<file path="config.mk">
export PLATFORM = sky130hd
export DESIGN_NAME = serial_subtractor_flat
export DESIGN_NICKNAME = d
export VERILOG_FILES = /design/src/rtl/serial_subtractor_pkg.sv /design/src/rtl/serial_subtractor_if.sv /design/src/rtl/serial_subtractor_full_sub.sv /design/src/rtl/serial_subtractor.sv /design/src/flat_wrapper.sv
export SDC_FILE = /design/constraint.sdc
export NUM_CORES = 1
export LEC_CHECK = 0
export ABC_AREA = 1
export ABC_CLOCK_PERIOD_IN_PS = 1300
export CORE_ASPECT_RATIO = 1.4
export CORE_MARGIN = 3
export CORE_UTILIZATION = 50
export DETAILED_ROUTE_END_ITERATION = 8
export PLACE_DENSITY = 0.77
export SLEW_MARGIN = 20
export SYNTH_ARGS = -nofsm -noshare
export SYNTH_HDL_FRONTEND = slang
export SYNTH_SLANG_ARGS = --single-unit
</file>
<file path="constraint.sdc">
create_clock -name clk -period 1.3 [get_ports clk]
set_input_delay 0.195 -clock clk [delete_from_list [all_inputs] [get_ports clk]]
set_output_delay 0.195 -clock clk [all_outputs]
set_load 0.005 [all_outputs]
</file>
<file path="src/rtl/serial_subtractor_pkg.sv">
// Shared types and defaults for the bit-serial subtractor.
package serial_sub_pkg;

    typedef enum logic [1:0] {
        IDLE = 2'd0,
        RUN  = 2'd1,
        DONE = 2'd2
    } state_t;

    localparam int unsigned DEFAULT_WIDTH = 4;

endpackage

</file>
<file path="src/rtl/serial_subtractor_if.sv">
// Start/busy/done handshake and operand/result bus of the serial subtractor.
interface serial_subtractor_if
    import serial_sub_pkg::*;
#(
    parameter int unsigned WIDTH = DEFAULT_WIDTH
);

    logic             start;
    logic [WIDTH-1:0] x;
    logic [WIDTH-1:0] y;
    logic             bin;
    logic             busy;
    logic             done;
    logic [WIDTH-1:0] d;
    logic             bout;

    modport master (
        output start, x, y, bin,
        input  busy, done, d, bout
    );

    modport slave (
        input  start, x, y, bin,
        output busy, done, d, bout
    );

endinterface

</file>
<file path="src/rtl/serial_subtractor_full_sub.sv">
// Combinational 1-bit full subtractor: d = a - b - bi, bo = borrow out.
module full_sub (
    input  logic a,
    input  logic b,
    input  logic bi,
    output logic d,
    output logic bo
);

    assign d  = a ^ b ^ bi;
    assign bo = (~a & b) | (~(a ^ b) & bi);

endmodule

</file>
<file path="src/rtl/serial_subtractor.sv">
// Bit-serial WIDTH-bit subtractor, LSB first, one full_sub cell shared over all bits.
module serial_subtractor
    import serial_sub_pkg::*;
#(
    parameter int unsigned WIDTH = DEFAULT_WIDTH
) (
    input  logic                clk,
    input  logic                rst,
    serial_subtractor_if.slave  bus
);

    localparam int unsigned CW = $clog2(WIDTH) + 1;

    state_t           state_q, state_d;
    logic [WIDTH-1:0] xs_q, xs_d;
    logic [WIDTH-1:0] ys_q, ys_d;
    logic [WIDTH-1:0] rs_q, rs_d;
    logic [WIDTH-1:0] d_q, d_d;
    logic             b_q, b_d;
    logic             bout_q, bout_d;
    logic [CW-1:0]    cnt_q, cnt_d;
    logic             di;
    logic             bnext;

    full_sub u_full_sub (
        .a  (xs_q[0]),
        .b  (ys_q[0]),
        .bi (b_q),
        .d  (di),
        .bo (bnext)
    );

    always_ff @(posedge clk or posedge rst) begin
        if (rst) begin
            state_q <= IDLE;
            xs_q    <= '0;
            ys_q    <= '0;
            rs_q    <= '0;
            d_q     <= '0;
            b_q     <= 1'b0;
            bout_q  <= 1'b0;
            cnt_q   <= '0;
        end else begin
            state_q <= state_d;
            xs_q    <= xs_d;
            ys_q    <= ys_d;
            rs_q    <= rs_d;
            d_q     <= d_d;
            b_q     <= b_d;
            bout_q  <= bout_d;
            cnt_q   <= cnt_d;
        end
    end

    always_comb begin
        state_d = state_q;
        xs_d    = xs_q;
        ys_d    = ys_q;
        rs_d    = rs_q;
        d_d     = d_q;
        b_d     = b_q;
        bout_d  = bout_q;
        cnt_d   = cnt_q;

        case (state_q)
            IDLE, DONE: begin
                state_d = IDLE;
                if (bus.start) begin
                    state_d = RUN;
                    xs_d    = bus.x;
                    ys_d    = bus.y;
                    b_d     = bus.bin;
                    cnt_d   = '0;
                    rs_d    = '0;
                end
            end
            RUN: begin
                xs_d  = {1'b0, xs_q[WIDTH-1:1]};
                ys_d  = {1'b0, ys_q[WIDTH-1:1]};
                rs_d  = {di, rs_q[WIDTH-1:1]};
                b_d   = bnext;
                cnt_d = cnt_q + CW'(1);
                // Final bit publishes straight from the cell so d/bout update on this same edge.
                if (cnt_q == CW'(WIDTH - 1)) begin
                    d_d     = {di, rs_q[WIDTH-1:1]};
                    bout_d  = bnext;
                    state_d = DONE;
                end
            end
            default: state_d = IDLE;
        endcase
    end

    assign bus.busy = (state_q == RUN);
    assign bus.done = (state_q == DONE);
    assign bus.d    = d_q;
    assign bus.bout = bout_q;

endmodule
</file>
<file path="src/flat_wrapper.sv">
// flat-port wrapper written by rule: the top's interface ports become plain ports
module serial_subtractor_flat import serial_sub_pkg::*;
#(
    parameter int unsigned WIDTH = DEFAULT_WIDTH
)
  (clk, rst, bus_start, bus_x, bus_y, bus_bin, bus_busy, bus_done, bus_d, bus_bout);
  serial_subtractor_if #(.WIDTH(WIDTH)) bus_i ();
  input  logic clk;
  input  logic rst;
  input wire logic [$bits(bus_i.start)-1:0] bus_start;
  input wire logic [$bits(bus_i.x)-1:0] bus_x;
  input wire logic [$bits(bus_i.y)-1:0] bus_y;
  input wire logic [$bits(bus_i.bin)-1:0] bus_bin;
  output wire logic [$bits(bus_i.busy)-1:0] bus_busy;
  output wire logic [$bits(bus_i.done)-1:0] bus_done;
  output wire logic [$bits(bus_i.d)-1:0] bus_d;
  output wire logic [$bits(bus_i.bout)-1:0] bus_bout;
  assign bus_i.start = bus_start;
  assign bus_i.x = bus_x;
  assign bus_i.y = bus_y;
  assign bus_i.bin = bus_bin;
  assign bus_busy = bus_i.busy;
  assign bus_done = bus_i.done;
  assign bus_d = bus_i.d;
  assign bus_bout = bus_i.bout;
  serial_subtractor #(.WIDTH(WIDTH)) u_core (.clk(clk), .rst(rst), .bus(bus_i));
endmodule
</file>
; ---- Yosys cells after proc, flatten, opt, wreduce, memory -nomap -nowiden
; Cells that the tools add are included.
[word_totals]
out_inout_bits = 7
in_bits = 12
word_cells = 39
register_bits = 23
[classes]
add_sub_neg = 1
eq_ne = 5
reduce_logical = 5
muxes = 13
bitwise = 7
[op_table]
columns = op, n
row1 = case mux 4 bit (2 select lines), 3
row2 = two-way mux 4 bit, 3
row3 = case mux 3 bit (2 select lines), 1
row4 = case mux 2 bit (2 select lines), 1
row5 = AND reduction 2 bit, 2
row6 = "adder 3 x 1 -> 3 bit, second input constant", 1
row7 = "equality test 3 x 2 -> 1 bit, second input constant", 1
row8 = two-way mux 3 bit, 1
row9 = bitwise AND 1 bit, 2
row10 = "equality test 2 x 1 -> 1 bit, second input constant", 1
row11 = "equality test 2 bit, second input constant", 1
row12 = logical NOT 2 bit, 1
row13 = two-way mux 1 bit, 2
row14 = two-way mux 2 bit, 1
row15 = "inequality test 2 x 1 -> 1 bit, second input constant", 1
row16 = "inequality test 2 bit, second input constant", 1
row17 = NOT 1 bit, 2
row18 = case mux 1 bit (2 select lines), 1
row19 = nonzero test 2 bit, 1
row20 = OR reduction 2 bit, 1
row21 = XOR 1 bit, 2
row22 = bitwise OR 1 bit, 1

; ---- Longest topological paths before layout
; Gate-level depths: netlist (run 1).
[depth]
ltp_word = 5
depth_mapped = 7
mapped_depth_nobuf = 7

; ---- Hierarchy
; Synthesis (run 1) repeated with hierarchy kept, for this count alone.
[unflattened]
cells_unflattened = 124
hier_area_um2 = 1062.3
[modules_own_cells]
columns = mod, n_inst, area_each_um2, cells_each, seq_area_each_um2
row1 = serial_subtractor, 1, 1031.0, 120, 550.5
row2 = full_sub, 1, 31.3, 4, 0.0

; ---- Least setup slack after synthesis (run 1)
; Ideal clock, no wire load.
[synth_timing]
path_type = flip-flop to flip-flop
start = reg u_core.cnt_q[0]
end = reg u_core.cnt_q[2]
setup_slack_ns = 0.122
setup_time_ns = 0.076
n_path_buf = 0
stages_incl_launch_ff = 5
period_less_slack_ns = 1.178
required_time_ns = 1.224
arrival_ns = 1.101
path_cell_list = dfrtp_1 -> ha_1 -> ha_1 -> or2_1 -> o21ai_1
[synth_between]
elab_chain_len = 2
[synth_lines]
columns = element, line
row1 = start: declaration, serial_subtractor.sv:21  ; logic [CW-1:0] cnt_q, cnt_d;
row2 = start signal: assignment, serial_subtractor.sv:51  ; cnt_q <= cnt_d;
row3 = adder 3 x 1 -> 3 bit, serial_subtractor.sv:82  ; cnt_d = cnt_q + CW'(1);
row4 = case mux 3 bit (2 select lines), serial_subtractor.sv:65  ; case (state_q)
; No other way between the ends.
; A chain may end at the register's enable or synchronous reset.

; ---- Worst setup path after layout (run 1)
[layout_timing]
start = reg u_core.state_q[0]
end = out bus_busy
[layout_between]
elab_chain_len = 1
[layout_lines]
columns = element, line
row1 = start: declaration, serial_subtractor.sv:14  ; state_t state_q, state_d;
row2 = start signal: assignment, serial_subtractor.sv:44  ; state_q <= state_d;
row3 = equality test 2 x 1 -> 1 bit, serial_subtractor.sv:94  ; assign bus.busy = (state_q == RUN);
row4 = end: declaration, flat_wrapper.sv:14  ; output wire logic [$bits(bus_i.busy)-1:0] bus_busy;
; No other way between the ends.

==> results of run 1 <==
## placed cells by master, fill, tap and decap left out
cell                              synthesis  final
sky130_fd_sc_hd__nand2_1                 37     37
sky130_fd_sc_hd__inv_1                   22     22
sky130_fd_sc_hd__dfrtp_1                 22     22
sky130_fd_sc_hd__nand3_1                 13     13
sky130_fd_sc_hd__clkdlybuf4s50_1          0     11
sky130_fd_sc_hd__o21ai_1                 10     10
sky130_fd_sc_hd__buf_4                    0      8
sky130_fd_sc_hd__dlygate4sd2_1            0      5
sky130_fd_sc_hd__inv_2                    3      3
sky130_fd_sc_hd__clkbuf_4                 0      3
sky130_fd_sc_hd__buf_6                    2      3
sky130_fd_sc_hd__nand2_2                  1      2
sky130_fd_sc_hd__nand2_4                  3      2
sky130_fd_sc_hd__nor2_1                   2      2
sky130_fd_sc_hd__inv_4                    1      1
sky130_fd_sc_hd__nand2_8                  0      1
sky130_fd_sc_hd__nor2_4                   1      1
sky130_fd_sc_hd__a21oi_2                  1      1
sky130_fd_sc_hd__o21ai_0                  1      1
sky130_fd_sc_hd__or2_1                    1      1
sky130_fd_sc_hd__fa_1                     1      1
sky130_fd_sc_hd__ha_1                     2      1
sky130_fd_sc_hd__ha_2                     0      1
sky130_fd_sc_hd__clkbuf_8                 0      1
sky130_fd_sc_hd__buf_2                    0      1
sky130_fd_sc_hd__clkbuf_2                 0      1
## through the flow
step	util, %	total power [W]	TNS (ps)
3_5_place_dp	65.3	0.00287	0
3_3_place_gp	65.3	0.00282	0
6_report	69.2	0.00335	0
5_1_grt	69.2	0.00366	-11.7
4_1_cts	67.2	0.00322	0
2_1_floorplan	-	0.00231	0
## synth_stat cells
master                    instances
sky130_fd_sc_hd__a21oi_2          1
sky130_fd_sc_hd__buf_6            2
sky130_fd_sc_hd__dfrtp_1         22
sky130_fd_sc_hd__fa_1             1
sky130_fd_sc_hd__ha_1             2
sky130_fd_sc_hd__inv_1           22
sky130_fd_sc_hd__inv_2            3
sky130_fd_sc_hd__inv_4            1
sky130_fd_sc_hd__nand2_1         37
sky130_fd_sc_hd__nand2_2          1
sky130_fd_sc_hd__nand2_4          3
sky130_fd_sc_hd__nand3_1         13
sky130_fd_sc_hd__nor2_1           2
sky130_fd_sc_hd__nor2_4           1
sky130_fd_sc_hd__o21ai_0          1
sky130_fd_sc_hd__o21ai_1         10
sky130_fd_sc_hd__or2_1            1
## sequential cells by signal, summed over array words and instances (netlist names)
register and cells:
u_core.b_q 1, u_core.rs_q 3, u_core.state_q 2, u_core.ys_q 4
u_core.xs_q 4, u_core.bus.d 4, u_core.bus.bout 1, u_core.cnt_q 3
## timing repair
item,CTS,global route
gates cloned,0,1
gates resized for setup,10,7
buffers inserted,2,2
setup endpoints to repair,7,16
pin swaps,0,2
## worst min-delay path, cell delays in order
cell and delay, ps:
sky130_fd_sc_hd__clkdlybuf4s50_1 390, sky130_fd_sc_hd__inv_1 50, sky130_fd_sc_hd__buf_4 270
## kinds of logic after synthesis
group | Yosys count | synth area share [%]
buffers and inverters | 28 | 11.7
AOI/OAI and AO/OA | 12 | 6.07
adders and majority gates | 3 | 4.29
and+or+nand+nor | 58 | 25.6
DFF | 22 | 52.4
## per-layer routing
| metal | track usage (%) | wire length (um) | up-vias |
|---|---|---|---|
| met5 | 0 | 0 | - |
| met1 | 19.9 | 833 | 396 |
| met2 | 30.2 | 1050 | 36 |
| met3 | 4.22 | 117 | 9 |
| li1 | - | - | 436 |
| met4 | 12.1 | 76 | 0 |
## layout make-up
cell class / instances / area (um2)
Clock buffer: 4 / 36.3
Fill cell: 158 / 607
Inverter: 26 / 100
Multi-Input combinational cell: 74 / 395
Sequential cell: 22 / 551
Tap cell: 21 / 26.3
Timing Repair Buffer: 29 / 258
## power groups by stage
stage | Sequential, W | Clock [W] | Combinational, W
2_1_floorplan | 0.00116 | 0 | 0.00114
3_3_place_gp | 0.00119 | 0 | 0.00163
3_5_place_dp | 0.00120 | 0 | 0.00166
4_1_cts | 0.00117 | 0.000383 | 0.00166
5_1_grt | 0.00122 | 0.000419 | 0.00203
6_report | 0.00118 | 0.000382 | 0.00179
## worst paths after layout
check                                        from                end  cells past startpoint
worst max-delay path            u_core.state_q[0]           bus_busy                      4
worst max register to register  u_core.state_q[0]     u_core.ys_q[2]                      8
worst min register to register     u_core.ys_q[0]     u_core.ys_q[0]                      2
max in group asynchronous                     rst  u_core.state_q[1]                      3
worst min-delay path                          rst    u_core.bus.bout                      3
min in group clk                         bus_y[3]     u_core.ys_q[3]                      3
==> results.md, run 1 <==
- Kind of launch point of the worst setup path: register
- Cell Area, Placed: 0.00129 mm2
- Number of nets with antenna violations after detailed routing: 0
- Via count of the first global-routing pass: 849
- Worst Setup Slack post-DPL: 43.8 ps
- Via-to-Cell Ratio: 4.98
- Required time of the critical path: 1110 ps
- Switching component of the power: 0.00137 W
- Vias post-DR: 877
- Net Count, Synth: 138
- Crit Path Class: register to primary output
- Detailed router's first-iteration violation count: 21
- Largest net degree at the start of global routing: 23
- Ports placed on the boundary: 19
- Leakage component of the power: 0.749 nW
- Layout Cells excl Fill: about 180
- Period utilization: 97.2%
- Combinational cell fraction of total power: a little over half
- HPWL after detailed placement: between 1000 and 1500 um
- Number of buffers between clock root and the deepest sink: 2
- Count of port buffers added during placement: 18
- CP Max Fanout: 2
- H-tree lvl count: 1
- Horiz. Die Dim: 44.8 um
- Largest area contributor in the netlist: sky130_fd_sc_hd__dfrtp_1
- Detailed-routing iteration count for the pre-antenna-repair pass: 4
- Reg2Reg Setup Slack: 50 ps
- Pins Over Slew Limit: 0
- Register area share after synthesis: 52.4%
- Setup repair after global routing missed its margin: yes
- Kind of cell with the highest combined delay on the critical path: flip-flops
- Sequence of cells on the critical path: buf_6, inv_4, nor2_4, buf_2
- Synthesized area: between 0.001 and 0.0015 mm2
- Outcome: finished clean
- Fmax: between 700 and 800 MHz
- Tightest slew margin relative to the limit: 82.0%
- Crit path largest cell delay: 380 ps
- Area of the placeable core: 0.00197 mm2
- Post-synthesis sequential element count: 22
- Number of CTS-inserted buffers: 3
- Overflow left after global routing: 0
- Part of the total power dissipated in sequential elements: 35.1%
- Register clock-pin slew on the reported worst setup and hold paths: around 120 ps
- Gate count after technology mapping: ~120
- Minimum clock period after layout: 1260 ps
- Number of distinct library cells after synthesis: 17
- Source-to-sink clock delay at the later pin of the worst-skew pair: 310 ps
- Antenna cell count: 0
- Initial core utilization: 53.3%
- CP bufs+invs: 3
- Total of endpoints with negative setup slack in the final report: 0
- Worst hold slack: roughly 200 ps
- Proportion of netlist area held by the largest area contributor: 52.4%
- Sw frac: 40.8%
- Maximum resistive drop on vdd: 0.00152 V
- Master of the slowest instance on the critical path: sky130_fd_sc_hd__dfrtp_1
- Internal power: about 0.0020 W
- Critical path capture point type: primary output
- Die Footprint: 0.00270 mm2
- Total power divided by cell area: ~2500 mW/mm2
- Antenna violations before repair: 0
- Actual transition at the worst max-transition pin: 270 ps
- Final weighted congestion in routability-driven placement: 0.782
- Crit path setup slack, layout: approximately 36 ps
- Clock tree skew after final layout: 1.09 ps
- CTS Hold Bufs: 0
- Detailed-route wire length per cell: 11.8 um
- Relative area change from synthesis to final layout: 30.0%
- TritonCTS clock tree: built
- Final Cell Area: roughly 0.0014 mm2
- First-pass GRT wire length: between 3000 and 4000 um
- Clock share of power: 11.4%
- Instance count after placement with tap cells included: 167
- Final wirelength: 2080 um
- DIE HEIGHT: 60.2 um
- Share of final-layout standard cells stronger than drive strength 1: 18.7%
- Final nets: 171
- Biggest area contributors in the synthesized netlist: sky130_fd_sc_hd__dfrtp_1, sky130_fd_sc_hd__nand2_1, sky130_fd_sc_hd__inv_1, sky130_fd_sc_hd__nand3_1, sky130_fd_sc_hd__o21ai_1
- Synth Area per Inst: 8.54 um2
- Root buffer cell: sky130_fd_sc_hd__clkbuf_4
- Combined global-route utilization of all metal layers: 18.1%
- Hold WC Path Type: input port to async pin
- Data arrival, critical path: between 1000 and 1500 ps
- Count of warnings emitted by yosys: 0
- Remaining routing DRC violations: 0
- Final Hold Violating Endpoints: 0
- CTS sink count: 22
- Rows: 19
- Max-capacitance violation count: 0
Power figures use the tool's default switching activity.
==> inputs of run 2 (changes only) <==
--- a/config.mk
+++ b/config.mk
@@ -9,9 +9,9 @@
 export ABC_CLOCK_PERIOD_IN_PS = 1300
 export CORE_ASPECT_RATIO = 1.4
 export CORE_MARGIN = 3
-export CORE_UTILIZATION = 50
+export CORE_UTILIZATION = 40
+export CTS_BUF_LIST = sky130_fd_sc_hd__clkbuf_4 sky130_fd_sc_hd__clkbuf_8 sky130_fd_sc_hd__clkbuf_16
 export DETAILED_ROUTE_END_ITERATION = 8
-export PLACE_DENSITY = 0.77
 export SLEW_MARGIN = 20
 export SYNTH_ARGS = -nofsm -noshare
 export SYNTH_HDL_FRONTEND = slang
==> run 2 against run 1 <==
Compared with the run above: total power down 0.54%; via count down 3.8%; largest cell class unchanged; worst setup slack better by 27 ps; cell count up 7.4%; register-to-register slack about the same; utilization down 13 points; hold slack better by 17 ps; global-route usage down 4.0 points; maximum frequency up 2.2%.
==> results.md, run 2 (synthesis results as in run 1) <==
- Outcome: finished clean
- H-tree lvl count: 1
- Relative area change from synthesis to final layout: 31.9%
- Detailed-route wire length per cell: ~11 um
- CP Max Fanout: 2
- Area of the placeable core: around 0.0024 mm2
- HPWL after detailed placement: 1500 um
- Crit path setup slack, layout: 63.6 ps
- Final weighted congestion in routability-driven placement: 0.729
- Footprint of the flip-flops and latches: 551 um2
- Kind of launch point of the worst setup path: register
- TritonCTS clock tree: built
- Cell Area, Placed: 0.00132 mm2
- Master of the slowest instance on the critical path: sky130_fd_sc_hd__dfrtp_1
- Total of endpoints with negative setup slack in the final report: 0
- Minimum clock period after layout: ~1200 ps
- CP bufs+invs: 3
- Rows: 21
- Root buffer cell: sky130_fd_sc_hd__clkbuf_4
- Horiz. Die Dim: ~49 um
- Crit path largest cell delay: 390 ps
- Number of CTS-inserted buffers: 3
- Fmax: 809 MHz
- Number of nets with antenna violations after detailed routing: 0
- Register clock-pin slew on the reported worst setup and hold paths: about 120 ps
- DIE HEIGHT: around 67 um
- Final Hold Violating Endpoints: 0
- Hold WC Path Type: input port to async pin
- Total power of the final layout: roughly 0.0033 W
- Via count of the first global-routing pass: 852
- Most common library cell in the layout ignoring fill and taps: sky130_fd_sc_hd__nand2_1
- Sequence of cells on the critical path: buf_6, inv_6, nor2_4, buf_2
- Die Footprint: 0.00329 mm2
- Antenna violations before repair: 0
- Clock tree skew after final layout: 5.05 ps
- Antenna cell count: 0
- Filler cell count: between 200 and 250
- Leakage component of the power: 0.750 nW
- Number of buffers between clock root and the deepest sink: 2
- Count of port buffers added during placement: 18
- Initial core utilization: 43.0%
- Final wirelength: 2090 um
- Worst hold slack: around 210 ps
- Critical path capture point type: primary output
- Largest net degree at the start of global routing: 23
- Overflow left after global routing: 0
- Reg2reg end: u_core.cnt_q[2]
- Worst setup startpoint: u_core.state_q[0]
- Data arrival, critical path: 1040 ps
- Reg2Reg Setup Slack: 60 ps
- Detailed-routing iteration count for the pre-antenna-repair pass: 3
- Max-capacitance violation count: 0
- Final Cell Area: 0.00139 mm2
- Vias post-DR: 844
- Total Neg Setup Slack: 0 ps
- Area of the multi-input gates: 395 um2
- Remaining routing DRC violations: 0
- Final nets: around 170
- Combined global-route utilization of all metal layers: 14.1%
- Required time of the critical path: 1110 ps
- Crit Path Class: register to primary output
- Number of cell instances on the worst register-to-register path: 6
- Setup repair after global routing missed its margin: yes
- Total power divided by cell area: about 2400 mW/mm2
- Pins Over Slew Limit: 0
- Maximum resistive drop on vdd: 0.00140 V
- Detailed router's first-iteration violation count: 20
- First-pass GRT wire length: 3610 um
- Kind of cell with the highest combined delay on the critical path: flip-flops
- Tightest slew margin relative to the limit: 81.1%
- Share of final-layout standard cells stronger than drive strength 1: between 10% and 20%
- Via-to-Cell Ratio: 4.47
- CTS sink count: 22
- Period utilization: 95.1%
- Leading cell types in the layout, fill and taps excluded: sky130_fd_sc_hd__nand2_1, sky130_fd_sc_hd__inv_1, sky130_fd_sc_hd__dfrtp_1
- Source-to-sink clock delay at the later pin of the worst-skew pair: 300 ps
- Start of the worst register-to-register path: u_core.state_q[0]
- Actual transition at the worst max-transition pin: 284 ps
- Ports placed on the boundary: 19
- CTS Hold Bufs: 0
- Worst Setup Slack post-DPL: 38.0 ps
[run 2: cell types whose count changed in the layout (fill, tap and decap cells not counted)]
cell                       change
sky130_fd_sc_hd__clkbuf_8      -1
sky130_fd_sc_hd__inv_2         -1
sky130_fd_sc_hd__buf_12        +1
sky130_fd_sc_hd__inv_6         +1
sky130_fd_sc_hd__buf_4         +2
sky130_fd_sc_hd__buf_6         -2
[run 2: worst reg2reg max path, delay by kind of cell (launching register included)]
kind	cells	cell delay, ps
buffers and inverters	3	440
AOI/OAI and AO/OA	1	70
and+or+nand+nor	2	270
DFF	1	390
[run 2: final cells by class]
class,instances,area share (%)
clock buffer,3,1.62
inverter,26,7.58
multi-input combinational,74,28.5
sequential,22,39.7
tap,34,3.07
timing repair buffer,30,19.5
[run 2: routing by layer]
metal | global-route usage [%] | wire length (um) | vias to the layer above
li1 | - | - | 440
met1 | 16.1 | 912 | 385
met2 | 26.7 | 1080 | 17
met3 | 2.01 | 84 | 2
met4 | 4.27 | 13 | 0
met5 | 0 | 0 | -
[run 2: how the worst max path moves through the flow]
stage | end | slack [ps] | cells past startpoint
3_3_place_gp | bus_busy | 60 | 3
3_5_place_dp | bus_busy | 40 | 3
5_1_grt | bus_busy | -10 | 4
6_report | bus_busy | 60 | 4
4_1_cts | bus_busy | 30 | 3
2_1_floorplan | u_core.cnt_q[2] | 120 | 4
[run 2: repair_timing]
item / in CTS / in global routing
endpoints found under the setup margin: 7 / 14
cloned: 0 / 1
gates resized for setup: 11 / 6
buffers inserted: 3 / 2
pin swaps: 0 / 3
[run 2: through the flow]
| step | cells | utilization (%) |
|---|---|---|
| final | 189 | 56.7 |
| after floorplan | 123 | - |
| after CTS | 186 | 55.4 |
| after global routing | 189 | 56.7 |
| after detailed placement | 180 | 53.9 |
| after global placement | 180 | 53.9 |
[run 2: power by group]
part / switching [W] / internal (W) / total (W)
registers: 0.000150 / 0.00101 / 0.00116
logic: 0.00101 / 0.000864 / 0.00187
clock network: 0.000196 / 0.000108 / 0.000304
total: 0.00135 / 0.00198 / 0.00333
